File: src/rtl/mem_stage_pkg.sv
// Shared types and defaults for the memory-access pipeline stage.
//   mem_state_t      : controller state encoding (IDLE / BUSY)
//   DEFAULT_TIMEOUT  : default number of BUSY cycles allowed before an access is aborted
//   DEFAULT_WIDTH    : default datapath width (address, data, PC)
package mem_stage_pkg;

    typedef enum logic {
        S_IDLE = 1'b0,
        S_BUSY = 1'b1
    } mem_state_t;

    localparam int DEFAULT_TIMEOUT = 16;
    localparam int DEFAULT_WIDTH   = 64;

endpackage

File: src/rtl/mem_access_stage_timeout.sv
// Wait counter for the data-memory handshake.
// Counts enabled cycles up from zero; expired is raised while enabled and on the
// last allowed cycle (count == TIMEOUT-1). The count saturates there, so it never wraps.
// Ports:
//   clk     in  clock, rising edge
//   reset   in  asynchronous active-low reset
//   clear   in  restart the count at zero (wins over enable)
//   enable  in  count this cycle (memory stage busy)
//   expired out last allowed cycle reached while enabled
module timeout_counter #(
    parameter int TIMEOUT = 16
) (
    input  logic clk,
    input  logic reset,
    input  logic clear,
    input  logic enable,
    output logic expired
);

    localparam int            CW   = $clog2(TIMEOUT + 1);
    localparam logic [CW-1:0] LAST = CW'(TIMEOUT - 1);

    logic [CW-1:0] wait_cnt;

    assign expired = enable && (wait_cnt == LAST);

    always_ff @(posedge clk or negedge reset) begin
        if (!reset) begin
            wait_cnt <= '0;
        end else if (clear) begin
            wait_cnt <= '0;
        end else if (enable && (wait_cnt != LAST)) begin
            wait_cnt <= wait_cnt + CW'(1);
        end
    end

endmodule

File: src/rtl/mem_access_stage.sv
// Memory stage following execute. Latches execute results, resolves the CBZ branch
// decision and runs loads/stores over a req/ack data-memory handshake, stalling
// upstream while an access is outstanding and aborting it after TIMEOUT BUSY cycles.
//
//   state | meaning
//   ------+-------------------------------------------------------------
//   IDLE  | no memory access outstanding; any op may be accepted
//   BUSY  | dm_req high, waiting for dm_ack (or for the timeout to expire)
//
// Ports:
//   clk, reset                 clock (rising edge), asynchronous active-low reset
//   valid_E .. zero_E          execute-stage results and controls
//   stall_M                    upstream must hold *_E stable
//   dm_req/dm_we/dm_addr/
//   dm_wdata/dm_rdata/dm_ack   data-memory handshake
//   valid_M .. mem_err_M       registered stage results (valid_M is a 1-cycle pulse)
module mem_access_stage
    import mem_stage_pkg::*;
#(
    parameter int N       = DEFAULT_WIDTH,
    parameter int TIMEOUT = DEFAULT_TIMEOUT
) (
    input  logic         clk,
    input  logic         reset,
    input  logic         valid_E,
    input  logic         MemRead_E,
    input  logic         MemWrite_E,
    input  logic         Branch_E,
    input  logic [N-1:0] aluResult_E,
    input  logic [N-1:0] writeData_E,
    input  logic [N-1:0] PCBranch_E,
    input  logic         zero_E,
    output logic         stall_M,
    output logic         dm_req,
    output logic         dm_we,
    output logic [N-1:0] dm_addr,
    output logic [N-1:0] dm_wdata,
    input  logic [N-1:0] dm_rdata,
    input  logic         dm_ack,
    output logic         valid_M,
    output logic [N-1:0] aluResult_M,
    output logic [N-1:0] readData_M,
    output logic [N-1:0] PCBranch_M,
    output logic         PCSrc_M,
    output logic         mem_err_M
);

    mem_state_t   state, state_nxt;

    logic         busy;
    logic         accept;
    logic         mem_op_E;
    logic         ack_done;
    logic         abort;
    logic         expired;
    logic         alu_pend;
    logic         slot_taken;

    logic         lat_read, lat_write, lat_branch, lat_zero;
    logic [N-1:0] lat_alu, lat_wdata, lat_pcb;

    assign busy       = (state == S_BUSY);
    assign stall_M    = busy && !dm_ack;
    assign accept     = valid_E && !stall_M;
    assign mem_op_E   = MemRead_E || MemWrite_E;
    assign ack_done   = busy && dm_ack;
    assign abort      = busy && !dm_ack && expired;
    // The output registers are already claimed this edge by a completing access
    // or by a deferred ALU op.
    assign slot_taken = ack_done || alu_pend;

    assign dm_req   = busy;
    assign dm_we    = busy && lat_write;
    assign dm_addr  = busy ? lat_alu   : '0;
    assign dm_wdata = busy ? lat_wdata : '0;

    timeout_counter #(
        .TIMEOUT (TIMEOUT)
    ) u_timeout (
        .clk     (clk),
        .reset   (reset),
        .clear   (accept && mem_op_E),
        .enable  (busy),
        .expired (expired)
    );

    always_ff @(posedge clk or negedge reset) begin
        if (!reset) begin
            state <= S_IDLE;
        end else begin
            state <= state_nxt;
        end
    end

    always_comb begin
        state_nxt = state;
        case (state)
            S_IDLE: begin
                if (accept && mem_op_E) begin
                    state_nxt = S_BUSY;
                end
            end
            S_BUSY: begin
                if (dm_ack) begin
                    state_nxt = (accept && mem_op_E) ? S_BUSY : S_IDLE;
                end else if (expired) begin
                    state_nxt = S_IDLE;
                end
            end
            default: state_nxt = S_IDLE;
        endcase
    end

    always_ff @(posedge clk or negedge reset) begin
        if (!reset) begin
            lat_read   <= 1'b0;
            lat_write  <= 1'b0;
            lat_branch <= 1'b0;
            lat_zero   <= 1'b0;
            lat_alu    <= '0;
            lat_wdata  <= '0;
            lat_pcb    <= '0;
        end else if (accept) begin
            lat_read   <= MemRead_E;
            lat_write  <= MemWrite_E;
            lat_branch <= Branch_E;
            lat_zero   <= zero_E;
            lat_alu    <= aluResult_E;
            lat_wdata  <= writeData_E;
            lat_pcb    <= PCBranch_E;
        end
    end

    // A non-memory op accepted on an edge whose output slot is taken is held in
    // the latch and reported one cycle later.
    always_ff @(posedge clk or negedge reset) begin
        if (!reset) begin
            alu_pend <= 1'b0;
        end else begin
            alu_pend <= accept && !mem_op_E && slot_taken;
        end
    end

    always_ff @(posedge clk or negedge reset) begin
        if (!reset) begin
            valid_M     <= 1'b0;
            mem_err_M   <= 1'b0;
            PCSrc_M     <= 1'b0;
            aluResult_M <= '0;
            readData_M  <= '0;
            PCBranch_M  <= '0;
        end else begin
            valid_M   <= 1'b0;
            mem_err_M <= 1'b0;
            PCSrc_M   <= 1'b0;
            if (ack_done || abort) begin
                valid_M     <= 1'b1;
                mem_err_M   <= abort;
                PCSrc_M     <= lat_branch && lat_zero;
                aluResult_M <= lat_alu;
                PCBranch_M  <= lat_pcb;
                // Stores win over a simultaneous read request and return no data.
                readData_M  <= (ack_done && lat_read && !lat_write) ? dm_rdata : '0;
            end else if (alu_pend) begin
                valid_M     <= 1'b1;
                PCSrc_M     <= lat_branch && lat_zero;
                aluResult_M <= lat_alu;
                PCBranch_M  <= lat_pcb;
                readData_M  <= '0;
            end else if (accept && !mem_op_E) begin
                valid_M     <= 1'b1;
                PCSrc_M     <= Branch_E && zero_E;
                aluResult_M <= aluResult_E;
                PCBranch_M  <= PCBranch_E;
                readData_M  <= '0;
            end
        end
    end

endmodule

File: config.mk
export PLATFORM = sky130hd
export DESIGN_NAME = mem_access_stage
export DESIGN_NICKNAME = d
export VERILOG_FILES = /design/src/rtl/mem_stage_pkg.sv /design/src/rtl/mem_access_stage_timeout.sv /design/src/rtl/mem_access_stage.sv
export SDC_FILE = /design/constraint.sdc
export NUM_CORES = 1
export LEC_CHECK = 0
export BUFFER_PORTS_ARGS = -buffer_cell sky130_fd_sc_hd__buf_2
export CORE_ASPECT_RATIO = 0.75
export CORE_MARGIN = 2
export CORE_UTILIZATION = 30
export CTS_CLUSTER_DIAMETER = 50
export CTS_CLUSTER_SIZE = 30
export DETAILED_ROUTE_END_ITERATION = 12
export RECOVER_POWER = 50
export SLEW_MARGIN = 15
export SYNTH_ARGS = -nofsm -noshare
export SYNTH_HDL_FRONTEND = slang
export SYNTH_HIERARCHICAL = 1
export SYNTH_SLANG_ARGS = --single-unit
File: constraint.sdc
create_clock -name clk -period 2.58 [get_ports clk]
set_clock_uncertainty 0.1 [all_clocks]
set_input_delay 0.258 -clock clk [delete_from_list [all_inputs] [get_ports clk]]
set_output_delay 0.258 -clock clk [all_outputs]
set_load 0.01 [all_outputs]
# Word-level counts from Yosys, hierarchy flattened
# Index checks and enable logic that the tools add are counted.
# classes
n_addsub	1
n_eq_ne	2
n_mux	25
bitwise_logic	1
n_reduce_logical	23
# op_table
operator	n
two-way mux 64 bit	12
logical AND 1 bit	14
two-way mux 1 bit	10
two-way mux 5 bit	2
adder 5 x 1 -> 5 bit, second input constant	1
equality test 5 x 4 -> 1 bit, second input constant	1
!= test 5 x 4 -> 1 bit, second input constant	1
logical NOT 1 bit	4
logical OR 1 bit	3
nonzero test 3 bit	1
case mux 1 bit (2 select lines)	1
nonzero test 2 bit	1
NOT 1 bit	1
# totals
reg_bits	398
inputBits	264
output_inout_bits	326
word_cells	68

# Logic depth before layout (Yosys ltp)
# Gate-level depths: netlist (run 1).
# depth
depth_word	8
mapped_depth	9
mapped_depth_nobuf	7

# Modules after synthesis
# The synthesis (run 1) kept the hierarchy.
# by_module_without_submodules
module	n_inst	cells_per_inst	area_per_inst_um2
mem_access_stage	1	1493	17534.3
timeout_counter	1	24	275.3

# Worst setup path after synthesis (run 1)
# Ideal clock, no wire load.
# synth_path
path_type	register -> register
startpoint	register u_timeout.wait_cnt[0]
endpoint	register aluResult_M[53]
setup_time_ps	141
arrival_time_ps	2127
t_required_ps	2339
setup_slack_ps	212
path_stages_with_launch	10
period_less_slack_ps	2368
path_cell_list	dfrtp_1 ha_1 and3_1 ha_1 and2_1 o21a_1 nor2_1 clkbuf_1 buf_1 a31oi_1
# synth_via
elab_chain_cells	5
word_cells_on_any_way	6
# synth_lines
element	line	rtl
start: declaration	mem_access_stage_timeout.sv:23	logic [CW-1:0] wait_cnt;
start signal: assignment	mem_access_stage_timeout.sv:33	wait_cnt <= wait_cnt + CW'(1);
equality test 5 x 4 -> 1 bit (*)	mem_access_stage_timeout.sv:25	assign expired = enable && (wait_cnt == LAST);
logical AND 1 bit (*)	mem_access_stage_timeout.sv:25	
named net expired	mem_access_stage.sv:55	logic expired;
logical AND 1 bit (*)	mem_access_stage.sv:67	assign abort = busy && !dm_ack && expired;
logical OR 1 bit (*)	mem_access_stage.sv:156	if (ack_done || abort) begin
nonzero test 3 bit (no line) / two-way mux 64 bit (equally long branches)	--	
end signal: assignment	mem_access_stage.sv:160	aluResult_M <= lat_alu;
end signal: assignment	mem_access_stage.sv:167	aluResult_M <= lat_alu;
end signal: assignment	mem_access_stage.sv:173	aluResult_M <= aluResult_E;
end: declaration	mem_access_stage.sv:41	output logic [N-1:0] aluResult_M,
# Mark *: on every way through the listed nets, which the timed path passes. The rest lies on a longest branch.
# A chain may end at the register's enable or synchronous reset.

# Worst setup path after layout (run 1)
# layout_path
startpoint	register u_timeout.wait_cnt[0]
endpoint	register readData_M[57]
# layout_via
elab_chain_cells	5
word_cells_on_any_way	6
# layout_lines
element	line	rtl
equality test 5 x 4 -> 1 bit (*)	mem_access_stage_timeout.sv:25	
logical AND 1 bit (*)	mem_access_stage_timeout.sv:25	
named net expired	mem_access_stage.sv:55	
logical AND 1 bit (*)	mem_access_stage.sv:67	
logical OR 1 bit (*)	mem_access_stage.sv:156	
nonzero test 3 bit (no line) / two-way mux 64 bit (equally long branches)	--	
end signal: assignment	mem_access_stage.sv:163	readData_M <= (ack_done && lat_read && !lat_write) ? dm_rdata : '0;
end: declaration	mem_access_stage.sv:42	output logic [N-1:0] readData_M,
# Marks and branches as above.

==> impl_metrics.py, run 1 <==
metrics = {
    "logic_synthesis": {
        "yosys_register_bits": 398,
        "synth.top_cells.by_area": "sky130_fd_sc_hd__dfrtp_1 56%, sky130_fd_sc_hd__mux2_2 12%, sky130_fd_sc_hd__o31ai_1 5.4%",
        "synth_fp_nets": 1783,
        "syn_avg_cell_area_um2": 11.7,
        "number_of_synthesized_flops_with_an_enable_pin": 0,
        "synth.top_cell.area_share": 0.559,
        "postSynth.topFlopCell": "sky130_fd_sc_hd__dfrtp_1",
        "synth-warning-count": 6,
        "post-synth-top-area-cell": "sky130_fd_sc_hd__dfrtp_1",
        "synth_cells": 1517,
        "async_reset_ff_frac": 1.00,
        "synth.cell_area_um2": 17800,
        "yosysSeqAreaShare": 0.559,
        "synth_cell_types": 38,
    },
    "clock_tree": {
        "cts_buffers": 41,
        "clock_tree.htree_level_count": 2,
        "clk_path_buf_depth": 3,
        "path_clk_slew_ns": 0.07,
        "root_buffer": "sky130_fd_sc_hd__clkbuf_16",
        "tritoncts": "done",
        "clock_sinks": 398,
        "clk-insertion-delay-late_ns": 0.56,
    },
    "placement": {
        "numPortBuffers": 589,
        "final_weighted_congestion_of_routability_driven_global_placement": 0.863,
        "dp.cells": 2780,
        "dp_hpwl_um": 42100,
        "worst_setup_slack_before_clock_tree_synthesis_ns": 0.0295,
    },
    "global_routing": {
        "grt_pass1_vias": 17400,
        "grt-ovfl-total": 0,
        "largest_net_degree_at_the_start_of_global_routing": 116,
        "grt_antenna_before_repair": 2,
        "track_usage": 0.209,
        "wire_length_of_the_first_global_routing_pass_um": 102000,
    },
    "routing": {
        "antenna_left": 0,
        "firstDrtPassIters": 5,
        "routed_wl_um": 66100,
        "route.detailed.drc": 0,
        "wire_per_inst_um": 21.2,
        "avgViaCountPerCell": 5.33,
        "detailedRoute.firstIterationViolations": 1462,
        "routed-via-count": 16600,
    },
    "min_path": {
        "hold_path_startpoint": "valid_E",
        "hold_path.class": "in -> reg",
    },
    "setup_path": {
        "timing.critical_path.fanout_max": 33,
        "critPathCaptureType": "register",
        "critical_path_required_ns": 2.97,
        "arrival_ns": 2.87,
        "setup.worst_path.start": "u_timeout/wait_cnt[0]",
        "setup.worst_path.class": "reg -> reg",
        "worst_setup_path_start_kind": "register",
        "worst_r2r_startpoint": "u_timeout/wait_cnt[0]",
    },
    "sta": {
        "drv_slew": 60,
        "worst-slew-pin-transition_ns": 1.91,
        "timing.final.crit_share": 0.962,
        "finalCriticalPeriod_ns": 2.48,
        "finalSetupViolations": 0,
        "timing.max_slew.rel_slack": -0.272,
        "final.setup.worst_slack_ns": 0.0977,
        "final_hold_viol_count": 0,
        "fmax_mhz": 403,
    },
    "die": {
        "chipHeight_um": 215,
        "cell_row_count": 77,
        "die_width_um": 285,
        "core_area_um2": 58800,
        "initial_utilization": 0.303,
        "boundaryPins": 590,
        "fp.dieArea_um2": 61300,
    },
    "power": {
        "ir_drop_mv": 0.421,
        "cellPowerDensity_nw_per_um2": 736,
        "net-switching-power_mw": 6.12,
        "power.share.combinational": 0.254,
        "switching_share": 0.324,
        "leakage_nw": 11.1,
        "p_clk_frac": 0.317,
        "p_seq_frac": 0.429,
        "internal_mw": 12.8,
    },
    "final_layout": {
        "synthToLayoutAreaGrowth_pct": 44.1,
        "layout.cells.most_common": "sky130_fd_sc_hd__buf_2",
        "layoutNonFillerInstCount": 3123,
        "finalNetCount": 2568,
        "layout-drive-gt1-share": 0.332,
        "most-common-layout-cells": "426 x sky130_fd_sc_hd__buf_2, 397 x sky130_fd_sc_hd__dfrtp_1, 263 x sky130_fd_sc_hd__dlygate4sd3_1",
    },
    "status": {
        "violations": "max-capacitance violations, max-slew violations",
        "run_status": "finished, violations left",
    },
    "flow_run": {
        "cap_violations": 1,
    },
}
-- Yosys cell counts (5+ instances only) --
library cell	instances
sky130_fd_sc_hd__a21oi_1	129
sky130_fd_sc_hd__a22o_1	64
sky130_fd_sc_hd__a31oi_1	128
sky130_fd_sc_hd__and2_1	131
sky130_fd_sc_hd__buf_1	12
sky130_fd_sc_hd__buf_2	28
sky130_fd_sc_hd__buf_4	15
sky130_fd_sc_hd__buf_6	5
sky130_fd_sc_hd__clkbuf_1	117
sky130_fd_sc_hd__dfrtp_1	398
sky130_fd_sc_hd__inv_1	5
sky130_fd_sc_hd__mux2_2	196
sky130_fd_sc_hd__nand4_1	128
sky130_fd_sc_hd__nor2_1	9
sky130_fd_sc_hd__o31ai_1	128
-- path summary, 6_finish.rpt --
kind | endpoint | slack [ns] | cells past startpoint
setup / recovery | readData_M[57] | 0.1 | 9
hold / removal | alu_pend | 0.12 | 3
setup reg to reg | readData_M[57] | 0.1 | 9
hold reg to reg | lat_wdata[30] | 0.40 | 1
max in group asynchronous | readData_M[0] | 0.31 | 3
min in group asynchronous | lat_wdata[61] | 0.67 | 2
-- worst max-delay path, cell delays in order, from the launching register on --
cell and delay (ns):
sky130_fd_sc_hd__dfrtp_1 0.41, sky130_fd_sc_hd__ha_1 0.23, sky130_fd_sc_hd__and3_1 0.17, sky130_fd_sc_hd__ha_1 0.23, sky130_fd_sc_hd__and2_1 0.17, sky130_fd_sc_hd__o21a_2 0.27, sky130_fd_sc_hd__a311oi_4 0.20, sky130_fd_sc_hd__buf_4 0.20
sky130_fd_sc_hd__clkbuf_16 0.22, sky130_fd_sc_hd__a22o_1 0.18
-- area by class of cell --
type | instances | area (um^2)
clock inverters | 25 | 243
multi-input cells | 937 | 7100
diodes | 3 | 7.51
clock buffers | 46 | 1090
inverters | 5 | 26.3
repair buffers | 919 | 6240
flip-flops and latches | 398 | 9960
fillers | 5448 | 33100
well taps | 790 | 988
-- kinds of logic after synthesis --
kind of cell,Yosys count,synth area share
AOI/OAI and AO/OA,456,0.170
DFF,398,0.559
and+or+nand+nor,279,0.0976
muxes,198,0.125
buffers and inverters,182,0.0456
xor gates and xnor gates,2,0.000984
adders and majority gates,2,0.00140
-- per-layer routing --
layer	track usage	wire [um]	part of all wire
met5	0	0	0
met4	0.0742	2020	0.031
met3	0.0519	5480	0.083
met2	0.343	31600	0.48
met1	0.267	27000	0.41
-- state kept, by name, summed over array words and instances (netlist names) --
| register | cells |
|---|---|
| PCBranch_M | 64 |
| PCSrc_M | 1 |
| readData_M | 64 |
| lat_write | 1 |
| lat_branch | 1 |
| lat_wdata | 64 |
| valid_M | 1 |
| alu_pend | 1 |
| lat_alu | 64 |
| lat_pcb | 64 |
| aluResult_M | 64 |
| lat_zero | 1 |
| u_timeout/wait_cnt | 5 |
| lat_read | 1 |
| dm_req | 1 |
| mem_err_M | 1 |
-- per-stage QoR --
stage	area, um^2	setup TNS (ns)	util	power [mW]	hold WS, ns
floorplan	17800	0	-	10.5	-0.138
global placement	21800	0	0.372	12.6	0.163
detailed placement	21800	0	0.372	12.8	0.174
CTS	25800	0	0.439	19.2	0.0898
global route	25700	-0.00348	0.437	19.9	0.139
finish	25700	0	0.437	18.9	0.124
-- timing repair --
| item | CTS | global route |
|---|---|---|
| gates resized for setup | 0 | 4 |
| endpoints found under the setup margin | 0 | 65 |
| setup buffers | 0 | 4 |
| hold buffers | 263 | 0 |
| hold endpoints to repair | 449 | 0 |
-- power groups by stage --
stage               Combinational [mW]  Clock (mW)  Sequential [mW]
global route                      5.20        6.45             8.24
global placement                  4.49           0             8.13
CTS                               4.93        6.16             8.07
detailed placement                4.60           0             8.18
finish                            4.80        5.99             8.10
floorplan                         2.16           0             8.33
No activity file was read; power rests on OpenSTA's default activity.
==> run 2: changes to the inputs <==
--- a/config.mk
+++ b/config.mk
@@ -6,7 +6,7 @@
 export NUM_CORES = 1
 export LEC_CHECK = 0
 export BUFFER_PORTS_ARGS = -buffer_cell sky130_fd_sc_hd__buf_2
-export CORE_ASPECT_RATIO = 0.75
+export CORE_ASPECT_RATIO = 0.6
 export CORE_MARGIN = 2
 export CORE_UTILIZATION = 30
 export CTS_CLUSTER_DIAMETER = 50
==> run 2 against run 1 <==
Effect of this change: the run still ends with max-capacitance violations, max-slew violations left; total power is 0.10% lower; fmax is 1.1% higher; register-to-register slack better by 0.03 ns; global-route usage is 0.66 points lower; via count is 0.13% lower; largest cell class unchanged; largest power group unchanged; highest routed layer is now met5.
==> impl_metrics.py, run 2 (same netlist as run 1, synthesis figures left out) <==
metrics = {
    "sta": {
        "finalSetupViolations": 0,
        "fmax_mhz": 407,
        "fin_tns_setup_ns": 0,
        "final.setup.worst_slack_ns": 0.125,
        "final_hold_viol_count": 0,
        "timing.max_slew.rel_slack": -0.0108,
        "finalCriticalPeriod_ns": 2.46,
        "timing.final.crit_share": 0.952,
        "rsz_0062_raised_after_global_routing": "false",
        "drv_slew": 49,
        "worst-slew-pin-transition_ns": 1.52,
    },
    "setup_path": {
        "critPathMostFrequentCell": "sky130_fd_sc_hd__ha_1",
        "timing.critical_path.fanout_max": 17,
        "slowest_delay_ns": 0.40,
        "path_cells": "ha_1, and3_1, ha_1, and2_1, o21a_2, a311oi_4, buf_6, clkbuf_16, a22o_1",
        "worst_setup_path_start_kind": "register",
        "arrival_ns": 2.83,
        "cpMaxStageDelayCell": "sky130_fd_sc_hd__dfrtp_1",
        "critPathCaptureType": "register",
        "setup.worst_path.class": "reg -> reg",
        "critical_path_required_ns": 2.96,
    },
    "die": {
        "cell_row_count": 69,
        "fp.dieArea_um2": 61400,
        "die_width_um": 319,
        "chipHeight_um": 193,
        "boundaryPins": 590,
        "core_area_um2": 59000,
        "initial_utilization": 0.302,
    },
    "clock_tree": {
        "clk-insertion-delay-late_ns": 0.56,
        "tritoncts": "done",
        "clock_tree.htree_level_count": 2,
        "cts_buffers": 36,
        "clk_path_buf_depth": 3,
        "clock_sinks": 398,
        "root_buffer": "sky130_fd_sc_hd__clkbuf_16",
        "path_clk_slew_ns": 0.07,
    },
    "final_layout": {
        "layout-drive-gt1-share": 0.330,
        "fillCellCount": 5584,
        "regArea_um2": 9960,
        "most-common-layout-cells": "424 x sky130_fd_sc_hd__buf_2, 397 x sky130_fd_sc_hd__dfrtp_1, 263 x sky130_fd_sc_hd__dlygate4sd3_1",
        "synthToLayoutAreaGrowth_pct": 44.0,
        "finalNetCount": 2566,
        "multi_input_area_um2": 7100,
        "layout.cells.most_common": "sky130_fd_sc_hd__buf_2",
    },
    "global_routing": {
        "met1_usage": 0.271,
        "wire_length_of_the_first_global_routing_pass_um": 98800,
        "grt_pass1_vias": 16800,
        "grt_antenna_before_repair": 10,
        "grt-ovfl-total": 0,
        "largest_net_degree_at_the_start_of_global_routing": 90,
        "track_usage": 0.202,
        "use_met3": 0.0443,
        "met2_track_demand_over_resource": 0.325,
        "busiest_layer": "met2",
    },
    "power": {
        "cellPowerDensity_nw_per_um2": 736,
        "ir_drop_mv": 0.352,
        "leakage_nw": 11.1,
    },
    "placement": {
        "dp_hpwl_um": 41100,
        "final_weighted_congestion_of_routability_driven_global_placement": 0.853,
        "worst_setup_slack_before_clock_tree_synthesis_ns": 0.0396,
        "numPortBuffers": 589,
    },
    "status": {
        "violations": "max-capacitance violations, max-slew violations",
        "run_status": "finished, violations left",
    },
    "routing": {
        "routed-via-count": 16600,
        "antenna_left": 0,
        "avgViaCountPerCell": 5.33,
        "wire_per_inst_um": 21.2,
        "firstDrtPassIters": 5,
        "detailedRoute.firstIterationViolations": 1159,
        "route.detailed.drc": 0,
        "routed_wl_um": 66100,
    },
    "min_path": {
        "hold_path.class": "in -> reg",
    },
    "flow_run": {
        "cap_violations": 1,
    },
}
run 2: cell types whose count changed in the layout (fill, tap and decap cells not counted), moves of 4 or more:
cell	delta
sky130_fd_sc_hd__clkbuf_16	-5
sky130_fd_sc_hd__diode_2	+6
sky130_fd_sc_hd__clkinv_2	-5
sky130_fd_sc_hd__buf_4	-4
sky130_fd_sc_hd__inv_6	+5
run 2: layout make-up:
type / count / share of cell area
clock buffers: 41 / 0.0387
multi-input cells: 937 / 0.277
well taps: 781 / 0.0381
diodes: 9 / 0.000878
repair buffers: 922 / 0.243
inverters: 5 / 0.00102
flip-flops and latches: 398 / 0.389
clock inverters: 25 / 0.0126
run 2: path summary, 6_finish.rpt:
path | depth (start not counted) | slack (ns) | end | from
min in group asynchronous | 2 | 0.50 | PCBranch_M[48] | reset
worst max register to register | 9 | 0.12 | readData_M[1] | u_timeout/wait_cnt[0]
max in group asynchronous | 4 | 0.40 | readData_M[12] | reset
worst min register to register | 1 | 0.40 | lat_wdata[59] | lat_wdata[59]
worst min-delay path | 3 | 0.25 | dm_req | valid_E
worst max-delay path | 9 | 0.12 | readData_M[1] | u_timeout/wait_cnt[0]
run 2: per-stage QoR:
stage,utilization,hold slack (ns),instances,instance area [um^2],total power [mW]
2_1_floorplan,-,-0.138,1517,17800,10.5
5_1_grt,0.435,0.260,3117,25600,19.8
3_5_place_dp,0.371,0.130,2773,21900,12.7
3_3_place_gp,0.371,0.128,2773,21900,12.6
6_report,0.435,0.248,3118,25600,18.9
4_1_cts,0.438,0.0935,3102,25800,19.1
run 2: worst max-delay path: cells and delay by family (launching register included):
| family | cells | cell delay [ns] |
|---|---|---|
| adders and majority gates | 2 | 0.42 |
| AOI/OAI and AO/OA | 3 | 0.71 |
| DFF | 1 | 0.40 |
| buffers and inverters | 2 | 0.35 |
| and+or+nand+nor | 2 | 0.38 |
run 2: timing repair:
action                                 4_1_cts  5_1_grt
setup endpoints to repair                    0       65
endpoints found under the hold margin      646        0
gates resized for setup                      0        5
hold buffers                               263        0
setup buffers                                0        4
run 2: power by group:
group / internal [mW] / leakage (nW) / switching, mW
clock network: 3.15 / 0.644 / 2.84
logic: 2.17 / 5.72 / 2.63
registers: 7.38 / 4.74 / 0.704
total: 12.7 / 11.1 / 6.17
run 2: routing by layer:
metal / wire length, um / vias to the layer above
met2: 31700 / 779
met1: 28100 / 8396
met3: 4720 / 114
met5: 27 / -
met4: 1480 / 4
li1: - / 7322
